**config.mk**
```make
export PLATFORM = sky130hd
export DESIGN_NAME = rv32v_divide_sequencer
export DESIGN_NICKNAME = d
export VERILOG_FILES = /design/src/rtl/rv32v_divide_sequencer.sv
export SDC_FILE = /design/constraint.sdc
export NUM_CORES = 1
export LEC_CHECK = 0
export BUFFER_PORTS_ARGS = -buffer_cell sky130_fd_sc_hd__buf_2
export CORE_ASPECT_RATIO = 2
export CORE_MARGIN = 2
export CORE_UTILIZATION = 40
export CTS_BUF_LIST = sky130_fd_sc_hd__clkbuf_16
export DETAILED_ROUTE_END_ITERATION = 8
export PLACE_DENSITY = 0.74
export SLEW_MARGIN = 30
export SYNTH_ARGS = -nofsm -noshare
export SYNTH_HDL_FRONTEND = slang
export SYNTH_SLANG_ARGS = --single-unit
```
**constraint.sdc**
```tcl
create_clock -name CLK -period 3.13 [get_ports CLK]
set_input_delay 0.313 -clock CLK [delete_from_list [all_inputs] [get_ports CLK]]
set_output_delay 0.313 -clock CLK [all_outputs]
set_load 0.03 [all_outputs]
```
**src/rtl/rv32v_divide_sequencer.sv**
```systemverilog
// Walks a vector divide element by element: issues each active element to a
// scalar divider, waits for its result and writes it back, then signals done.
module rv32v_divide_sequencer #(
  parameter int MAX_VL = 32,
  localparam int IW = $clog2(MAX_VL)
) (
  input  logic              CLK,
  input  logic              nRST,
  input  logic              start,
  input  logic [IW:0]       vl,
  input  logic              vm,
  input  logic [MAX_VL-1:0] vmask,
  input  logic              div_type_in,
  input  logic              is_signed_in,
  input  logic              flush,
  output logic [IW-1:0]     elem_idx,
  input  logic [31:0]       vs1_elem,
  input  logic [31:0]       vs2_elem,
  output logic [31:0]       vs1_data,
  output logic [31:0]       vs2_data,
  output logic              start_div,
  output logic              div_type,
  output logic              is_signed_div,
  input  logic              done_du,
  input  logic              busy_du,
  input  logic              exception_du,
  input  logic [31:0]       wdata_du,
  output logic              wb_valid,
  output logic [IW-1:0]     wb_idx,
  output logic [31:0]       wb_data,
  output logic              busy,
  output logic              done,
  output logic              exception
);

  // state  | meaning
  // IDLE   | waiting for start
  // ISSUE  | element idx: skip if masked off, else hand to divider when free
  // WAIT   | divider working on element idx
  // FINISH | all elements handled; done pulse follows
  typedef enum logic [1:0] {IDLE, ISSUE, WAIT, FINISH} state_t;

  localparam logic [IW:0] VL_MAX = (IW + 1)'(MAX_VL);

  state_t            state;
  logic [IW:0]       vl_q;
  logic              vm_q;
  logic [MAX_VL-1:0] vmask_q;
  logic              div_type_q;
  logic              is_signed_q;
  logic [IW-1:0]     idx;
  logic              exc_flag;

  logic [IW:0] vl_clamped;
  logic        elem_active;
  logic        last_elem;

  assign vl_clamped  = (vl > VL_MAX) ? VL_MAX : vl;
  assign elem_active = vm_q | vmask_q[idx];
  assign last_elem   = ({1'b0, idx} == (vl_q - (IW + 1)'(1)));

  assign elem_idx      = idx;
  assign vs1_data      = vs1_elem;
  assign vs2_data      = vs2_elem;
  assign div_type      = div_type_q;
  assign is_signed_div = is_signed_q;
  assign busy          = (state != IDLE);

  // Combinational so the pulse lines up with the single ISSUE cycle it belongs to.
  assign start_div = nRST && !flush && (state == ISSUE) && elem_active && !busy_du;

  always_ff @(posedge CLK) begin
    if (!nRST) begin
      state       <= IDLE;
      idx         <= '0;
      vl_q        <= '0;
      vm_q        <= 1'b0;
      vmask_q     <= '0;
      div_type_q  <= 1'b0;
      is_signed_q <= 1'b0;
      exc_flag    <= 1'b0;
      wb_valid    <= 1'b0;
      wb_idx      <= '0;
      wb_data     <= '0;
      done        <= 1'b0;
      exception   <= 1'b0;
    end else begin
      wb_valid <= 1'b0;
      done     <= 1'b0;
      if (flush) begin
        state <= IDLE;
      end else begin
        case (state)
          IDLE: begin
            if (start) begin
              idx       <= '0;
              exc_flag  <= 1'b0;
              exception <= 1'b0;
              if (vl == '0) begin
                state <= FINISH;
              end else begin
                vl_q        <= vl_clamped;
                vm_q        <= vm;
                vmask_q     <= vmask;
                div_type_q  <= div_type_in;
                is_signed_q <= is_signed_in;
                state       <= ISSUE;
              end
            end
          end
          ISSUE: begin
            if (elem_active) begin
              if (!busy_du) state <= WAIT;
            end else if (last_elem) begin
              state <= FINISH;
            end else begin
              idx <= idx + IW'(1);
            end
          end
          WAIT: begin
            if (done_du) begin
              wb_valid <= 1'b1;
              wb_idx   <= idx;
              wb_data  <= wdata_du;
              exc_flag <= exc_flag | exception_du;
              if (last_elem) begin
                state <= FINISH;
              end else begin
                idx   <= idx + IW'(1);
                state <= ISSUE;
              end
            end
          end
          FINISH: begin
            done      <= 1'b1;
            exception <= exc_flag;
            state     <= IDLE;
          end
          default: state <= IDLE;
        endcase
      end
    end
  end

endmodule
```
==> out/metrics.yaml, run 1 <==
status: "complete, no violations"
finalSetupViolCount: 0
min_period_over_period: 0.832
clockRootBuffer: "clkbuf_16"
post_cts_buffers: 0
drive_gt1_frac: 0.272
crit_chain: "mux4_1, mux2i_1, o22a_2, nand3_2, a221o_1, or4_1, a31oi_1"
routedWlPerCell_um: 13.4
routed_wl_um: 9960
clock_skew_ns: 0.00879
clkSlewWorstSetupHoldPaths_ns: 0.07
grt.total_usage: 0.168
critical_path_arrival_ns: 2.87
fin_nets: 748
drtPass1Iterations: 4
clk-insertion-delay-late_ns: 0.34
synthesis.nets: 696
ir_drop_mv: 0.312
synth_area_leaders: "dfxtp_1 (41%), nand2_1 (13%), buf_4 (12%)"
rsz0062_at_grt: "false"
drtIter0Drc: 139
seq_area_sq_mm: 0.00178
async_flop_share: 0
postSynthAreaPerCell_sq_um: 7.99
ys.flop_type: "dfxtp_1"
cts.htree.levels: 3
via_per_inst: 5.04
regToRegSetupSlack_ns: 0.53
slowest_stage: "dfxtp_1"
area_delta_synth_final_pct: 12.2
tns_ns: 0
portBuffers: 128
r2r_start: "elem_idx[2]"
setup_ws_ns: 0.527
num_rows: 54
critPathBufInv: 0
ctsResizeCount: 0
crit_required_ns: 3.40
antenna_found_initial: 0
path_class: "reg -> reg"
place_hpwl_um: 7150
final_cells: 743
synth_top_area_cell: "dfxtp_1"
grt_max_degree: 84
netlist_area_sq_mm: 0.00436
die_area_sq_mm: 0.0118
synth_warnings: 0
synth_edf_count: 0
crit_path_start: "elem_idx[2]"
grt_first_pass_wirelength_um: 16100
synth-seq-area-share: 0.408
powerDensity_mw_per_mm2: 503
hold_buffers: 0
synth_cells: 546
ys_ff_latch: 89
slew_violations: 0
endpoint_kind: "register"
die_w_um: 77.8
critPathLaunchType: "register"
postRouteAntennaNets: 0
start_util: 0.406
tightest_slew_ns: 0.834
hold_path.startpoint: "wdata_du[20]"
hold_viol_final: 0
fillers: 1083
critPathTopFamily: "compound AO/OA/AOI/OAI gates"
synth_cell_types: 52
fmax_mhz: 384
first_global_vias: 3468
place_ws_ns: 0.540
maxCapViolCount: 0
drc: 0
multiInputGateArea_sq_mm: 0.00189
hp-class: "in -> reg"
cts_inserted_buffers: 9
crit_fanout: 15
final_util: 0.456
core_area_sq_mm: 0.0107
diodes: 0
slew_headroom: 0.444
cts_tree: "built"
grt.overflow.total: 0
dp.cells: 727
cts.sinks: 89
clock_path_buffers: 2
gp_congestion: 0.891
vias: 3748
critPathMaxStageDelay_ns: 0.66
p_leak_nw: 2.02
synth_top_area_share: 0.408
die_h_um: 152
ios: 257
fin_crit_ns: 2.60
==> kinds of logic (layout without fill, tap and decap cells) <==
logic type	after synthesis	count (layout)	synth area share
AND/OR/NAND/NOR	209	209	0.201
flip-flops	89	89	0.408
buffers and inverters	108	165	0.159
multiplexers	14	14	0.0462
AO/OA/AOI/OAI	116	116	0.159
XOR/XNOR	4	4	0.00803
adder cells (fa/ha/maj)	6	6	0.0172
==> final timing paths <==
path / cells past startpoint / end
worst min-delay path: 3 / wb_data[20]
worst max-delay path: 7 / elem_idx[4]
worst max register to register: 7 / elem_idx[4]
worst min register to register: 2 / wb_data[31]
==> registers in the layout (all words and copies together), names as in the netlist <==
name	cells
wb_valid	1
vl_q	6
done	1
is_signed_div	1
div_type	1
vmask_q	32
wb_data	32
wb_idx	5
state	2
exception	1
vm_q	1
exc_flag	1
elem_idx	5
==> routing by layer <==
| metal | wire [um] | global-route usage |
|---|---|---|
| met4 | 144 | 0.0795 |
| met5 | 0 | 0 |
| met2 | 4550 | 0.253 |
| met1 | 4230 | 0.211 |
| met3 | 1020 | 0.0640 |
==> cell usage in the layout (no fill, tap or decap), types with 2 or more instances in the layout <==
cell type	count
ha_1	6
inv_1	12
a21oi_1	78
clkbuf_16	9
a211oi_1	4
clkinvlp_4	2
o211ai_1	2
nand3_1	6
o21ai_0	3
xnor2_1	4
buf_4	8
clkinv_4	2
a22oi_1	6
nand2_1	155
o2bb2ai_1	3
dfxtp_1	89
nor2b_1	3
mux2i_1	10
a31oi_1	4
o31ai_1	2
nor3_1	4
nor3b_1	2
mux4_1	3
and3_1	3
or4_1	3
nor2_1	20
buf_2	128
nor4_1	2
==> metrics by stage <==
step	cell area (sq um)	power [mW]	hold slack [ns]
CTS	4900	2.50	0.192
global placement	4600	1.42	0.438
global route	4900	2.57	0.205
detailed placement	4600	1.42	0.444
finish	4900	2.46	0.204
floorplan	4360	1.49	0.432
==> synth_stat cells, drive strengths merged (3+ instances only) <==
| cell type | n |
|---|---|
| clkbuf | 24 |
| nor2b | 3 |
| buf | 70 |
| nand2 | 155 |
| ha | 6 |
| nand3 | 7 |
| a21oi | 79 |
| a22oi | 6 |
| a211oi | 4 |
| o2bb2ai | 3 |
| o21ai | 3 |
| mux4 | 4 |
| and3 | 4 |
| nor3b | 3 |
| a31oi | 5 |
| inv | 13 |
| mux2i | 10 |
| nor2 | 20 |
| or4 | 3 |
| xnor2 | 4 |
| dfxtp | 89 |
| nor3 | 4 |
==> power by group <==
group / internal [mW] / switching, mW
Clock: 0.616 / 0.445
Sequential: 1.16 / 0.0183
Combinational: 0.0919 / 0.127
Total: 1.87 / 0.591
==> worst reg2reg max path: cells and delay by family (launching register included) <==
family	cells	cell delay (ns)
flops	1	0.66
simple gates	2	0.56
mux	2	0.53
compound gates	3	0.77
==> final cells by class <==
cell class / count / share of cell area
repair buffers: 136 / 0.143
well taps: 140 / 0.0358
clock buffers: 9 / 0.0460
multi-input cells: 349 / 0.387
inverters: 13 / 0.00997
clock inverters: 7 / 0.0146
flip-flops and latches: 89 / 0.364
No activity file was read; power rests on OpenSTA's default activity.
==> inputs of run 2 (changes only) <==
==> constraint.sdc (replaced) <==
create_clock -name CLK -period 2.6 [get_ports CLK]
set_input_delay 0.26 -clock CLK [delete_from_list [all_inputs] [get_ports CLK]]
set_output_delay 0.26 -clock CLK [all_outputs]
set_load 0.03 [all_outputs]
==> out/metrics.yaml, run 2 (synthesized netlist as in run 1, its figures left out) <==
slowest_stage: "mux4_2"
place_ws_ns: 0.0772
die_w_um: 77.8
crit_required_ns: 2.87
grt_max_degree: 39
vias: 3756
portBuffers: 128
core_area_sq_mm: 0.0107
clock_path_buffers: 2
clkSlewWorstSetupHoldPaths_ns: 0.07
drtPass1Iterations: 4
powerDensity_mw_per_mm2: 601
finalSetupViolCount: 0
p_int_mw: 2.26
crit_chain: "mux4_2, mux2i_2, o22a_2, nand3_2, a221o_1, or4_1, a31oi_1"
area_delta_synth_final_pct: 13.8
cts_inserted_buffers: 9
gp_congestion: 0.867
ios: 257
fin_crit_ns: 2.49
crit_fanout: 6
top_regs: "vmask_q (32), wb_data (32), vl_q (6)"
tightest_slew_ns: 0.431
hold_viol_final: 0
num_rows: 54
status: "complete, no violations"
place_hpwl_um: 7500
via_per_inst: 5.00
critPathMaxStageDelay_ns: 0.51
drtIter0Drc: 197
hp-class: "in -> reg"
grt.total_usage: 0.170
cts_tree: "built"
switching_share: 0.243
fmax_mhz: 401
start_util: 0.406
p_leak_nw: 2.06
postPlaceCellArea_sq_mm: 0.00465
p_seq_frac: 0.476
diodes: 0
routed_wl_um: 10400
clock_skew_ns: 0.00600
setup_ws_ns: 0.106
ir_drop_mv: 0.482
path_class: "reg -> reg"
endpoint_kind: "register"
postRouteAntennaNets: 0
critPathLaunchType: "register"
antenna_found_initial: 0
design_area_sq_mm: 0.00496
power_frac_comb: 0.092
min_period_over_period: 0.959
slew_violations: 0
slew_headroom: 0.710
grt.overflow.total: 0
final_cell_mix: "nand2_1 (155), buf_2 (128), dfxtp_1 (87)"
clk-insertion-delay-late_ns: 0.33
maxCapViolCount: 0
critical_path_arrival_ns: 2.76
routedWlPerCell_um: 13.9
clock_power_share: 0.432
cts.htree.levels: 3
clockRootBuffer: "clkbuf_16"
final_util: 0.462
layout_commonest_cell: "nand2_1"
fin_nets: 756
cts.sinks: 89
drive_gt1_frac: 0.291
die_h_um: 152
p_switching_mw: 0.723
drc: 0
grt_first_pass_wirelength_um: 16200
die_area_sq_mm: 0.0118
first_global_vias: 3354
==> run 2: routing by layer <==
layer | GRT usage | vias up | wire, um
met1 | 0.213 | 1689 | 4560
li1 | - | 1874 | -
met2 | 0.250 | 180 | 4550
met3 | 0.0889 | 11 | 1170
met4 | 0.0545 | 2 | 83
met5 | 0.0318 | - | 50
==> run 2: what timing repair did <==
| action | CTS | global route |
|---|---|---|
| endpoints found under the hold margin | 0 | 0 |
| setup endpoints to repair | 0 | 3 |
| resized for setup | 0 | 6 |
| buffers inserted | 0 | 2 |
| hold buffers | 0 | 0 |
==> run 2: cell type report <==
class	instances	area, sq um
clock buffers	9	225
clock inverters	7	68.8
fillers	1075	5780
inverters	13	48.8
multi-input cells	349	1900
flip-flops and latches	89	1790
well taps	140	175
repair buffers	144	764
==> run 2: power groups by stage <==
stage,logic [mW],registers [mW],clock network (mW)
after CTS,0.269,1.42,1.32
after floorplan,0.340,1.45,0
after detailed placement,0.268,1.45,0
final,0.273,1.42,1.29
after global placement,0.264,1.45,0
after global routing,0.304,1.42,1.38
==> run 2: path summary, 6_finish.rpt <==
| kind | from | endpoint | slack [ns] | cells past startpoint |
|---|---|---|---|---|
| max | elem_idx[1] | elem_idx[3] | 0.11 | 7 |
| min reg2reg | wb_data[0] | wb_data[0] | 0.45 | 2 |
| max reg2reg | elem_idx[1] | elem_idx[3] | 0.11 | 7 |
| min | wdata_du[14] | wb_data[14] | 0.15 | 3 |
==> run 2: worst max-delay path: cells and delay by family (launching register included) <==
kind	cells	cell delay, ns
AO/OA/AOI/OAI	3	0.77
AND/OR/NAND/NOR	2	0.58
multiplexers	2	0.70
flip-flops	1	0.37
==> run 2: through the flow <==
step / std cells / hold slack [ns] / power [mW] / setup TNS, ns
5_1_grt: 751 / 0.156 / 3.10 / -0.00468
3_5_place_dp: 733 / 0.443 / 1.72 / 0
4_1_cts: 749 / 0.144 / 3.01 / 0
6_report: 751 / 0.153 / 2.98 / 0
3_3_place_gp: 733 / 0.438 / 1.71 / 0
2_1_floorplan: 546 / 0.388 / 1.79 / 0
==> inputs of run 3 (changes only) <==
--- a/config.mk
+++ b/config.mk
@@ -6,7 +6,7 @@
 export NUM_CORES = 1
 export LEC_CHECK = 0
 export BUFFER_PORTS_ARGS = -buffer_cell sky130_fd_sc_hd__buf_2
-export CORE_ASPECT_RATIO = 2
+export CORE_ASPECT_RATIO = 0.7
 export CORE_MARGIN = 2
 export CORE_UTILIZATION = 40
 export CTS_BUF_LIST = sky130_fd_sc_hd__clkbuf_16
==> constraint.sdc (replaced) <==
create_clock -name CLK -period 2.7 [get_ports CLK]
set_input_delay 0.27 -clock CLK [delete_from_list [all_inputs] [get_ports CLK]]
set_output_delay 0.27 -clock CLK [all_outputs]
set_load 0.03 [all_outputs]
==> out/metrics.yaml, run 3 (synthesized netlist as in run 1, its figures left out) <==
status: "complete, no violations"
crit_chain: "mux4_1, mux2i_1, o22a_2, nand3_2, a221o_1, or4_1, a31oi_1"
grt_use_met3: 0.0595
clkSlewWorstSetupHoldPaths_ns: 0.07
grt_use_met1: 0.252
clock_skew_ns: 0.00687
start_util: 0.416
num_rows: 31
rsz0062_at_grt: "false"
min_period_over_period: 0.947
cts.htree.levels: 3
gp_congestion: 0.862
postRouteAntennaNets: 0
crit_required_ns: 2.96
cts.sinks: 89
hold_viol_final: 0
hp-class: "in -> reg"
fillers: 1042
path_class: "reg -> reg"
critPathMaxStageDelay_ns: 0.56
final_cell_mix: "nand2_1 (155), buf_2 (128), dfxtp_1 (87)"
grt_max_degree: 85
drtPass1Iterations: 4
p_switching_mw: 0.706
via_per_inst: 5.06
place_hpwl_um: 7530
design_area_sq_mm: 0.00491
slew_violations: 0
tns_ns: 0
p_leak_nw: 2.04
core_area_sq_mm: 0.0105
area_delta_synth_final_pct: 12.7
die_h_um: 91.4
routedWlPerCell_um: 14.1
die_area_sq_mm: 0.0118
grt.overflow.total: 0
hold_buffers: 0
fin_nets: 752
vias: 3738
drtIter0Drc: 157
crit_fanout: 6
slowest_stage: "mux4_1"
endpoint_kind: "register"
ir_drop_mv: 0.271
drc: 0
clock_power_share: 0.414
maxCapViolCount: 0
ios: 257
p_int_mw: 2.08
powerDensity_mw_per_mm2: 566
finalSetupViolCount: 0
p_seq_frac: 0.492
clock_path_buffers: 2
critPathLaunchType: "register"
first_global_vias: 3473
grt.total_usage: 0.178
grt_util_met2: 0.255
layout_commonest_cell: "nand2_1"
switching_share: 0.254
grt_first_pass_wirelength_um: 16700
drive_gt1_frac: 0.280
postPlaceCellArea_sq_mm: 0.00463
fin_crit_ns: 2.56
tightest_slew_ns: 0.864
top_regs: "vmask_q (32), wb_data (32), vl_q (6)"
cts_inserted_buffers: 9
cts_tree: "built"
clockRootBuffer: "clkbuf_16"
power_frac_comb: 0.094
antenna_found_initial: 0
portBuffers: 128
die_w_um: 129
diodes: 0
slew_headroom: 0.424
clk-insertion-delay-late_ns: 0.34
routed_wl_um: 10400
grt-busiest-layer: "met2"
fmax_mhz: 391
critical_path_arrival_ns: 2.82
-- run 3: cell count changes in the layout (fill, tap and decap cells not counted), sizes merged --
cell,change
clkinvlp,+1
inv,-1
bufinv,-1
buf,-4
clkinv,+1
-- run 3: timing repair --
action	CTS	global route
setup endpoints to repair	0	3
endpoints found under the hold margin	0	0
setup buffers	0	0
gates resized for setup	0	4
-- run 3: per-stage QoR --
stage                     cells  power, mW  setup WS [ns]  hold slack [ns]  utilization
after CTS                   739       2.81         0.0137            0.146        0.468
after floorplan             546       1.73         0.0179            0.398            -
after detailed placement    723       1.66          0.117            0.444        0.442
final                       739       2.78          0.144            0.157        0.469
after global routing        739       2.90         0.0124            0.158        0.469
after global placement      723       1.65          0.169            0.438        0.442
-- run 3: power by group through the flow --
stage,clock network [mW],registers [mW],logic [mW]
2_1_floorplan,0,1.40,0.328
3_3_place_gp,0,1.40,0.252
3_5_place_dp,0,1.40,0.260
4_1_cts,1.18,1.37,0.261
5_1_grt,1.23,1.37,0.294
6_report,1.15,1.37,0.262
-- run 3: per-layer routing --
metal,up-vias,part of all wire
met2,136,0.41
met3,19,0.082
met5,-,0
li1,1874,-
met1,1709,0.49
met4,0,0.011
-- run 3: path summary, 6_finish.rpt --
kind / startpoint / endpoint / slack, ns / cells after the start
worst max register to register: elem_idx[1] / elem_idx[4] / 0.14 / 7
worst min-delay path: wdata_du[21] / wb_data[21] / 0.16 / 3
worst max-delay path: elem_idx[1] / elem_idx[4] / 0.14 / 7
worst min register to register: vmask_q[18] / vmask_q[18] / 0.45 / 2
-- run 3: final cells by class --
type | instances | area [sq um] | area share
clock buffer | 9 | 225 | 0.0458
clock inverter | 7 | 45.0 | 0.00916
inverter | 13 | 48.8 | 0.00993
multi-input combinational | 349 | 1900 | 0.386
sequential | 89 | 1780 | 0.363
tap | 132 | 165 | 0.0336
timing repair buffer | 140 | 747 | 0.152
-- run 3: critical path, delay by kind of cell, from the launching register on --
kind,cells,cell delay [ns]
compound gates,3,0.77
flops,1,0.39
mux,2,0.73
simple gates,2,0.59
